File: config.mk
export PLATFORM = sky130hd
export DESIGN_NAME = rgb565_frame_writer
export DESIGN_NICKNAME = d
export VERILOG_FILES = /design/src/rtl/rgb565_frame_writer_pkg.sv /design/src/rtl/rgb565_frame_writer_fifo.sv /design/src/rtl/rgb565_frame_writer.sv
export SDC_FILE = /design/constraint.sdc
export NUM_CORES = 1
export LEC_CHECK = 0
export ABC_CLOCK_PERIOD_IN_PS = 9700
export BUFFER_PORTS_ARGS = -buffer_cell sky130_fd_sc_hd__buf_2
export CAP_MARGIN = 10
export CORE_UTILIZATION = 50
export DETAILED_ROUTE_END_ITERATION = 7
export PLACE_DENSITY = 0.66
export SETUP_SLACK_MARGIN = 0.02
export SLEW_MARGIN = 20
export SYNTH_ARGS = -nofsm -noshare
export SYNTH_HDL_FRONTEND = slang
export SYNTH_HIERARCHICAL = 1
export SYNTH_SLANG_ARGS = --single-unit
File: constraint.sdc
create_clock -name clk -period 9.7 [get_ports clk]
set_input_delay 0.485 -clock clk [delete_from_list [all_inputs] [get_ports clk]]
set_output_delay 0.485 -clock clk [all_outputs]
set_load 0.01 [all_outputs]
File: src/rtl/rgb565_frame_writer_pkg.sv
// Shared types and constants for the RGB565 frame writer: FSM encoding,
// pixel field positions and FIFO entry geometry.
package rgb565_frame_writer_pkg;

  typedef enum logic [1:0] {
    ST_IDLE   = 2'd0,
    ST_ACTIVE = 2'd1,
    ST_DRAIN  = 2'd2,
    ST_DONE   = 2'd3
  } fw_state_t;

  localparam int RGB565_R_MSB = 15;
  localparam int RGB565_R_LSB = 11;
  localparam int RGB565_G_MSB = 10;
  localparam int RGB565_G_LSB = 5;
  localparam int RGB565_B_MSB = 4;
  localparam int RGB565_B_LSB = 0;

  localparam int PIX_W   = 16;
  localparam int WORD_W  = 32;
  localparam int ADDR_W  = 32;
  localparam int ENTRY_W = ADDR_W + WORD_W;

  localparam int DEF_IMG_W     = 640;
  localparam int DEF_IMG_H     = 480;
  localparam int PIX_PER_FRAME = DEF_IMG_W * DEF_IMG_H;

  function automatic logic [31:0] pix_per_frame(input int w, input int h);
    return 32'(w * h);
  endfunction

endpackage

File: src/rtl/rgb565_frame_writer_fifo.sv
// Synchronous word FIFO holding {addr, data} entries; the head is read straight
// from the storage registers, and a push into a full FIFO succeeds if it pops too.
module pix_word_fifo
  import rgb565_frame_writer_pkg::*;
#(
  parameter int DEPTH = 16,
  parameter int W     = ENTRY_W
) (
  input  logic         clk,
  input  logic         rst,
  input  logic         push_i,
  input  logic [W-1:0] data_i,
  input  logic         pop_i,
  output logic [W-1:0] head_o,
  output logic         empty_o,
  output logic         full_o,
  output logic         one_left_o
);
  localparam int AW = $clog2(DEPTH);

  logic [W-1:0]  mem_q [DEPTH];
  logic [AW-1:0] wr_ptr_q, rd_ptr_q;
  logic [AW:0]   cnt_q;
  logic          do_push, do_pop;

  assign empty_o    = (cnt_q == '0);
  assign full_o     = (cnt_q == (AW+1)'(DEPTH));
  assign one_left_o = (cnt_q == (AW+1)'(1));
  assign head_o     = mem_q[rd_ptr_q];
  assign do_pop     = pop_i && !empty_o;
  assign do_push    = push_i && (!full_o || do_pop);

  always_ff @(posedge clk) begin
    if (rst) begin
      wr_ptr_q <= '0;
      rd_ptr_q <= '0;
      cnt_q    <= '0;
      for (int i = 0; i < DEPTH; i++) mem_q[i] <= '0;
    end else begin
      if (do_push) begin
        mem_q[wr_ptr_q] <= data_i;
        wr_ptr_q        <= wr_ptr_q + 1'b1;
      end
      if (do_pop) rd_ptr_q <= rd_ptr_q + 1'b1;
      case ({do_push, do_pop})
        2'b10:   cnt_q <= cnt_q + 1'b1;
        2'b01:   cnt_q <= cnt_q - 1'b1;
        default: cnt_q <= cnt_q;
      endcase
    end
  end

endmodule

File: src/rtl/rgb565_frame_writer.sv
// Frame sink: packs RGB565 pixel pairs into 32-bit words with byte addresses and
// streams them to frame memory through a small FIFO.
module rgb565_frame_writer
  import rgb565_frame_writer_pkg::*;
#(
  parameter int          IMG_W      = 640,
  parameter int          IMG_H      = 480,
  parameter logic [31:0] BASE_ADDR  = 32'h0,
  parameter int          FIFO_DEPTH = 16
) (
  input  logic        clk,
  input  logic        rst,
  input  logic        sof,
  input  logic [15:0] Din,
  input  logic        dataEn,
  output logic [31:0] wrAddr,
  output logic [31:0] wrData,
  output logic        wrValid,
  input  logic        wrReady,
  output logic        frameDone,
  output logic        overflow,
  output logic        busy,
  output fw_state_t   state_o
);
  localparam logic [31:0] LAST_PIX = pix_per_frame(IMG_W, IMG_H) - 32'd1;

  fw_state_t          state_q, state_d;
  logic [31:0]        pix_cnt_q, pix_cnt_d;
  logic [31:0]        word_idx_q, word_idx_d;
  logic [PIX_W-1:0]   pack_q, pack_d;
  logic               overflow_q, overflow_d;

  logic               accept, push, pop;
  logic [31:0]        pix_idx;
  logic [ENTRY_W-1:0] push_entry, head;
  logic               fifo_empty, fifo_full, fifo_one;

  // Write handshake: the head entry transfers on any cycle where wrValid and
  // wrReady are both high; while wrValid is high and wrReady low the head holds.
  assign pop       = wrValid && wrReady;
  assign wrValid   = !fifo_empty;
  assign wrAddr    = head[ENTRY_W-1:WORD_W];
  assign wrData    = head[WORD_W-1:0];
  assign frameDone = (state_q == ST_DONE);
  assign busy      = (state_q != ST_IDLE);
  assign overflow  = overflow_q;
  assign state_o   = state_q;

  always_comb begin
    state_d    = state_q;
    pix_cnt_d  = pix_cnt_q;
    word_idx_d = word_idx_q;
    pack_d     = pack_q;
    overflow_d = overflow_q;
    accept     = dataEn && (sof || state_q == ST_ACTIVE);
    pix_idx    = sof ? 32'd0 : pix_cnt_q;
    push       = accept && pix_idx[0];
    push_entry = {BASE_ADDR + {word_idx_q[29:0], 2'b00}, Din, pack_q};

    if (sof) begin
      state_d    = ST_ACTIVE;
      pix_cnt_d  = '0;
      word_idx_d = '0;
      pack_d     = '0;
      overflow_d = 1'b0;
    end else begin
      case (state_q)
        // Leave DRAIN on the edge that pops the final entry so frameDone
        // follows the last handshake by one cycle.
        ST_DRAIN: if (fifo_empty || (fifo_one && pop)) state_d = ST_DONE;
        ST_DONE:  state_d = ST_IDLE;
        default:  ;
      endcase
    end

    if (accept) begin
      pix_cnt_d = pix_idx + 32'd1;
      if (pix_idx[0]) word_idx_d = word_idx_q + 32'd1;
      else            pack_d     = Din;
      if (pix_idx == LAST_PIX) state_d = ST_DRAIN;
    end

    if (push && fifo_full && !pop) overflow_d = 1'b1;
  end

  always_ff @(posedge clk) begin
    if (rst) begin
      state_q    <= ST_IDLE;
      pix_cnt_q  <= '0;
      word_idx_q <= '0;
      pack_q     <= '0;
      overflow_q <= 1'b0;
    end else begin
      state_q    <= state_d;
      pix_cnt_q  <= pix_cnt_d;
      word_idx_q <= word_idx_d;
      pack_q     <= pack_d;
      overflow_q <= overflow_d;
    end
  end

  pix_word_fifo #(
    .DEPTH (FIFO_DEPTH),
    .W     (ENTRY_W)
  ) u_fifo (
    .clk        (clk),
    .rst        (rst),
    .push_i     (push),
    .data_i     (push_entry),
    .pop_i      (pop),
    .head_o     (head),
    .empty_o    (fifo_empty),
    .full_o     (fifo_full),
    .one_left_o (fifo_one)
  );

endmodule

==> results of run 1 <==
==> power by group through the flow <==
stage	Combinational (uW)	Clock, uW	Sequential, uW
6_report	366	4240	5510
5_1_grt	382	4470	5530
4_1_cts	368	4290	5510
3_5_place_dp	367	0	5610
3_3_place_gp	364	0	5600
2_1_floorplan	206	0	5600
==> routing by layer <==
metal  wire length, um  track usage
met2             64600        0.440
met4              3360       0.0749
met1             50600        0.363
met3             12200       0.0381
met5                 0            0
==> cell families after synthesis <==
kind of cell | after synthesis | synth area share
adder cells (fa/ha/maj) | 12 | 0.00304
other | 1 | 0.0000760
multiplexers | 284 | 0.123
AO/OA/AOI/OAI | 258 | 0.0370
flip-flops | 1122 | 0.663
buffers and inverters | 281 | 0.0357
AND/OR/NAND/NOR | 1620 | 0.135
XOR/XNOR | 18 | 0.00320
==> synth_stat cells (all sizes together) (12+ instances only) <==
cell type / n
nor2: 1075
edfxtp: 1024
nand2: 357
mux4: 256
buf: 161
a22oi: 128
clkbuf: 101
dfxtp: 98
a21oi: 49
nor2b: 33
or4: 23
mux2i: 22
nand4: 20
o31ai: 20
o21ai: 19
or3: 18
inv: 17
nand3: 17
a21o: 14
ha: 12
==> final cells by class <==
type / count / area share
Multi-Input combinational cell: 2200 / 0.280
Timing Repair Buffer: 134 / 0.0159
Inverter: 19 / 0.00135
Tap cell: 1276 / 0.0296
Clock inverter: 55 / 0.00947
Clock buffer: 152 / 0.0569
Sequential cell: 1122 / 0.607
==> path summary, 6_finish.rpt <==
path                            slack, ns  cells past startpoint                                end                    startpoint
worst min-delay path                 0.14                      3               pack_q[3]$_SDFF_PP0_                        Din[3]
worst max register to register       5.18                     11  u_fifo/mem_q[1][23]$_SDFFCE_PN0P_  u_fifo/cnt_q[1]$_SDFFE_PP0P_
worst min register to register       0.49                      2           pix_cnt_q[31]$_SDFF_PP0_      pix_cnt_q[31]$_SDFF_PP0_
worst max-delay path                 5.04                      6                         wrAddr[19]                      register
==> flip-flops by register name, summed over array words and instances, names as in the netlist, 2 cells and up, named ones only <==
| signal | flops |
|---|---|
| pack_q | 16 |
| word_idx_q | 30 |
| u_fifo/mem_q | 1024 |
| state_o | 2 |
| u_fifo/cnt_q | 5 |
| pix_cnt_q | 32 |
| u_fifo/wr_ptr_q | 4 |
| u_fifo/rd_ptr_q | 4 |
==> worst register-to-register path: cells and delay by family, from the launching register on <==
| family | cells | cell delay [ns] |
|---|---|---|
| adder cells (fa/ha/maj) | 1 | 0.20 |
| AO/OA/AOI/OAI | 1 | 0.23 |
| flip-flops | 1 | 0.34 |
| AND/OR/NAND/NOR | 5 | 1.69 |
| buffers and inverters | 4 | 1.78 |
==> per-stage QoR <==
step | cell area [sq um] | setup WS [ns] | total power [uW] | cells | hold slack [ns]
final | 53900 | 5.04 | 10100 | 4958 | 0.141
after global routing | 53900 | 4.73 | 10400 | 4958 | 0.139
after CTS | 53900 | 4.90 | 10200 | 4958 | 0.103
after detailed placement | 50300 | 5.18 | 5980 | 4751 | 0.473
after global placement | 50300 | 5.33 | 5970 | 4751 | 0.464
after floorplan | 49300 | 2.36 | 5800 | 3603 | 0.447
==> impl_metrics.yaml, run 1 <==
layout:
  final-seq-area_sq_um: 32700
  layout_commonest_cell: "nor2_1"
  n_antenna_cell: 0
  n_fill_cell: 7778
  drive_above_1_share: 0.161
  fin_util: 0.555
  multi_input_area_sq_um: 15100
  syn2layout_area_growth_pct: 9.33
  layout_common_cells: "1,073 x nor2_1, 1,024 x edfxtp_1, 356 x nand2_1"
  layout.nets: 3623
synthesis:
  synthCells: 3596
  async_reset_ff_frac: 0
  synth_warnings: 6
  syn_area_per_cell_sq_um: 13.7
  netlist_top_cells_area: "edfxtp_1 62%, mux4_2 12%, nor2_1 8.2%"
  synth_edf_count: 1024
  synthFlopType: "edfxtp_1"
  synth.ff_latch_count: 1122
  syn-cell-area_sq_um: 49300
  synth_top_cell_area_share: 0.623
  yosysUniqueCellTypes: 67
  synth.largest_area_cell: "edfxtp_1"
  synth_seq_area_share: 0.663
clock_network:
  cts_root_buffer: "clkbuf_16"
  cts_tree: "built"
  clock_latency_ns: 0.70
  cts.sink_count: 1122
  cts_resized: 0
  path_clk_slew_ns: 0.06
  postCtsSetupRepairBufs: 0
  cts.hold.buffers_added: 0
  cts_buffer_depth: 3
  numCtsBuffers: 113
  htreeDepth: 3
setup_path:
  arrival_ns: 4.17
  end_kind: "output port"
  path_buf_inv: 3
  cpLargestDelayFamily: "buffers and inverters"
  worst_setup_path_start_kind: "register"
  critPathMaxFanout: 100
  slowest_delay_ns: 0.71
  crit_path_frequent_cell: "buf_12"
  cp_slowest_cell: "dfxtp_4"
  required_ns: 9.22
  crit_chain: "buf_12 > buf_12 > mux4_2 > a22oi_1 > nand2_1 > buf_2"
  path_class: "register to output port"
sta:
  period_share: 0.480
  max-slew-margin-rel: 0.241
  finalSetupViolations: 0
  worst_slew_pin_slew_ns: 1.14
  fin_worst_skew_ns: 0.0317
  fmax_mhz: 215
  hold_viol: 0
  rsz0062_at_grt: "no"
  fin_crit_ns: 4.66
  drv_slew: 0
  tns_ns: 0
grt:
  grt-ovfl-total: 0
  grtUsageTotal: 0.264
  antenna_found_initial: 1
  grt_pass1_vias: 30378
  grt_max_degree: 197
  grt_pass1_wl_mm: 193
route:
  vias_per_cell: 6.12
  drt_iter0_markers: 3504
  ant_nets: 0
  vias: 30325
  routedWlPerCell_um: 26.4
  routed_wl_mm: 131
  firstDrtPassIters: 5
  drc: 0
power:
  p_sw_frac: 0.211
  ir_worst_vdd_mv: 0.144
  internal-power_uw: 7980
  leakagePower_uw: 0.0166
  switching_power_uw: 2140
  p_per_area_nw_per_um2: 188
  seqPwrFrac: 0.544
  p_clk_frac: 0.419
  p_comb_frac: 0.036
floorplan:
  start_util: 0.508
  floorplan.die_area_sq_um: 99900
  io_pins: 91
  num_rows: 114
  die_w_um: 316
  fp.dieH_um: 316
  core-area_sq_um: 97100
worst_hold_path:
  min_path_type: "primary input to register"
placement:
  routabilityCongestion: 0.785
  dp_hpwl_mm: 69.8
  io_buffers: 90
status:
  status: "completed"
job:
  drv_cap: 0
(Power assumes the default switching activity.)
==> inputs of run 2 (changes only) <==
Settings changed: ABC_CLOCK_PERIOD_IN_PS 9700 to 4700.
Clock period 9.7 ns to 4.7 ns, I/O delays scaled along.
==> impl_metrics.yaml, run 2 (synthesis gave the netlist of run 1 again) <==
status:
  status: "completed"
worst_hold_path:
  hold_depth: 4
  min_path_type: "primary input to register"
  min-delay-start: "sof"
  whs_endpoint: "word_idx_q[2]$_SDFF_PP0_"
clock_network:
  cts_root_buffer: "clkbuf_16"
  htreeDepth: 3
  cts.sink_count: 1122
  clock_latency_ns: 0.71
  cts_resized: 0
  numCtsBuffers: 113
  path_clk_slew_ns: 0.06
  cts_tree: "built"
  cts_buffer_depth: 3
floorplan:
  io_pins: 91
  fp.dieH_um: 316
  die_w_um: 316
  start_util: 0.508
  num_rows: 114
  core-area_sq_um: 97100
  floorplan.die_area_sq_um: 99900
route:
  ant_nets: 0
  vias_per_cell: 6.13
  firstDrtPassIters: 6
  routed_wl_mm: 134
  vias: 30893
  routedWlPerCell_um: 26.6
  drc: 0
  drt_iter0_markers: 3593
setup_path:
  reg2reg_depth: 11
  rr_startpoint: "u_fifo/cnt_q[0]$_SDFFE_PP0P_"
  arrival_ns: 4.14
  path_class: "register to register"
  critPathMaxFanout: 34
  end_kind: "register"
  r2r-end: "u_fifo/mem_q[14][10]$_SDFFCE_PN0P_"
  startpoint: "u_fifo/cnt_q[0]$_SDFFE_PP0P_"
  worst_setup_path_start_kind: "register"
  required_ns: 5.08
  ff2ff_setup_slack_ns: 0.94
power:
  p_clk_frac: 0.424
  ir_worst_vdd_mv: 0.283
  leakagePower_uw: 0.0171
  internal-power_uw: 16700
  p_sw_frac: 0.211
  p_per_area_nw_per_um2: 385
  p_comb_frac: 0.039
  switching_power_uw: 4470
  seqPwrFrac: 0.538
grt:
  grt-ovfl-total: 0
  grtUsageTotal: 0.269
  grt_pass1_vias: 30756
  grt_pass1_wl_mm: 196
  antenna_found_initial: 1
  grt_max_degree: 89
sta:
  rsz0062_at_grt: "no"
  finalSetupViolations: 0
  worst_slew_pin_slew_ns: 1.11
  fin_crit_ns: 3.76
  hold_viol: 0
  fin_worst_skew_ns: 0.0236
  fmax_mhz: 266
  drv_slew: 0
  holdWs_ns: 0.114
  period_share: 0.800
  max-slew-margin-rel: 0.257
layout:
  layout.nets: 3699
  fin_util: 0.565
  syn2layout_area_growth_pct: 11.4
  multi_input_area_sq_um: 15100
  layout_common_cells: "1,073 x nor2_1, 1,024 x edfxtp_1, 356 x nand2_1"
  top_register: "u_fifo/mem_q"
  final-seq-area_sq_um: 32700
  layout_commonest_cell: "nor2_1"
  reg_top3: "u_fifo/mem_q: 1024 flops, pix_cnt_q: 32 flops, word_idx_q: 30 flops"
  drive_above_1_share: 0.174
  n_fill_cell: 7634
  largest_reg_flops: 1024
  n_antenna_cell: 0
job:
  drv_cap: 0
placement:
  io_buffers: 90
  routabilityCongestion: 0.816
  dp_hpwl_mm: 76.3
==> run 2: changes by cell type in the layout (fill, tap and decap cells not counted), moves of 2 or more <==
cell | before | now
buf_12 | 6 | 30
buf_4 | 39 | 73
bufinv_16 | 8 | 11
clkbuf_1 | 32 | 28
clkbuf_8 | 5 | 3
clkinv_1 | 25 | 28
clkinv_2 | 18 | 22
clkinvlp_4 | 1 | 3
dlygate4sd3_1 | 0 | 18
==> run 2: cell type report <==
cell class	count	area share
Tap cell	1276	0.0291
Inverter	19	0.00132
Timing Repair Buffer	210	0.0323
Multi-Input combinational cell	2200	0.275
Clock buffer	147	0.0555
Clock inverter	66	0.0115
Sequential cell	1122	0.596
==> run 2: per-layer routing <==
metal	routed length [um]	global-route usage	vias up	part of all wire
met5	0	0	-	0
met4	3720	0.0818	0	0.028
met3	13300	0.0480	236	0.099
met2	64900	0.440	1649	0.49
met1	51900	0.370	15644	0.39
li1	-	-	13364	-
==> run 2: worst max-delay path, cell delays in order (launching register included) <==
cell      delay (ns)
dfxtp_1         0.44
inv_1           0.10
ha_1            0.22
or4b_1          0.30
clkinv_2        0.15
nor2b_1         0.13
buf_4           0.17
nand2b_1        0.28
o21a_1          0.33
and2_1          0.32
a21o_4          0.64
buf_4           0.36
==> run 2: repair_timing <==
| item | 4_1_cts | 5_1_grt |
|---|---|---|
| hold endpoints to repair | 24 | 0 |
| setup buffers | 0 | 0 |
| hold buffers | 18 | 0 |
==> run 2: power groups by stage <==
stage / Sequential (uW) / Combinational [uW] / Clock, uW
floorplan: 11500 / 426 / 0
global placement: 11600 / 794 / 0
detailed placement: 11600 / 800 / 0
CTS: 11400 / 814 / 9080
global route: 11400 / 845 / 9450
finish: 11400 / 817 / 8960
==> run 2: worst max path at each step <==
stage | end | slack, ns
finish | u_fifo/mem_q[14][10]$_SDFFCE_PN0P_ | 0.94
detailed placement | u_fifo/mem_q[14][11]$_SDFFCE_PN0P_ | 1.01
global placement | u_fifo/mem_q[14][19]$_SDFFCE_PN0P_ | 1.06
CTS | u_fifo/mem_q[14][11]$_SDFFCE_PN0P_ | 1.00
global route | u_fifo/mem_q[14][16]$_SDFFCE_PN0P_ | 0.75
floorplan | u_fifo/mem_q[11][0]$_SDFFCE_PN0P_ | -0.47
==> run 2: per-stage QoR <==
stage	cells	total power (uW)	setup slack (ns)	TNS [ns]	cell area, sq um
floorplan	3603	12000	-0.471	-85.85	49400
global placement	4809	12400	1.06	0	51100
detailed placement	4809	12400	1.01	0	51100
CTS	5040	21300	1.00	0	54900
global route	5040	21700	0.751	0	54900
finish	5040	21100	0.942	0	54900
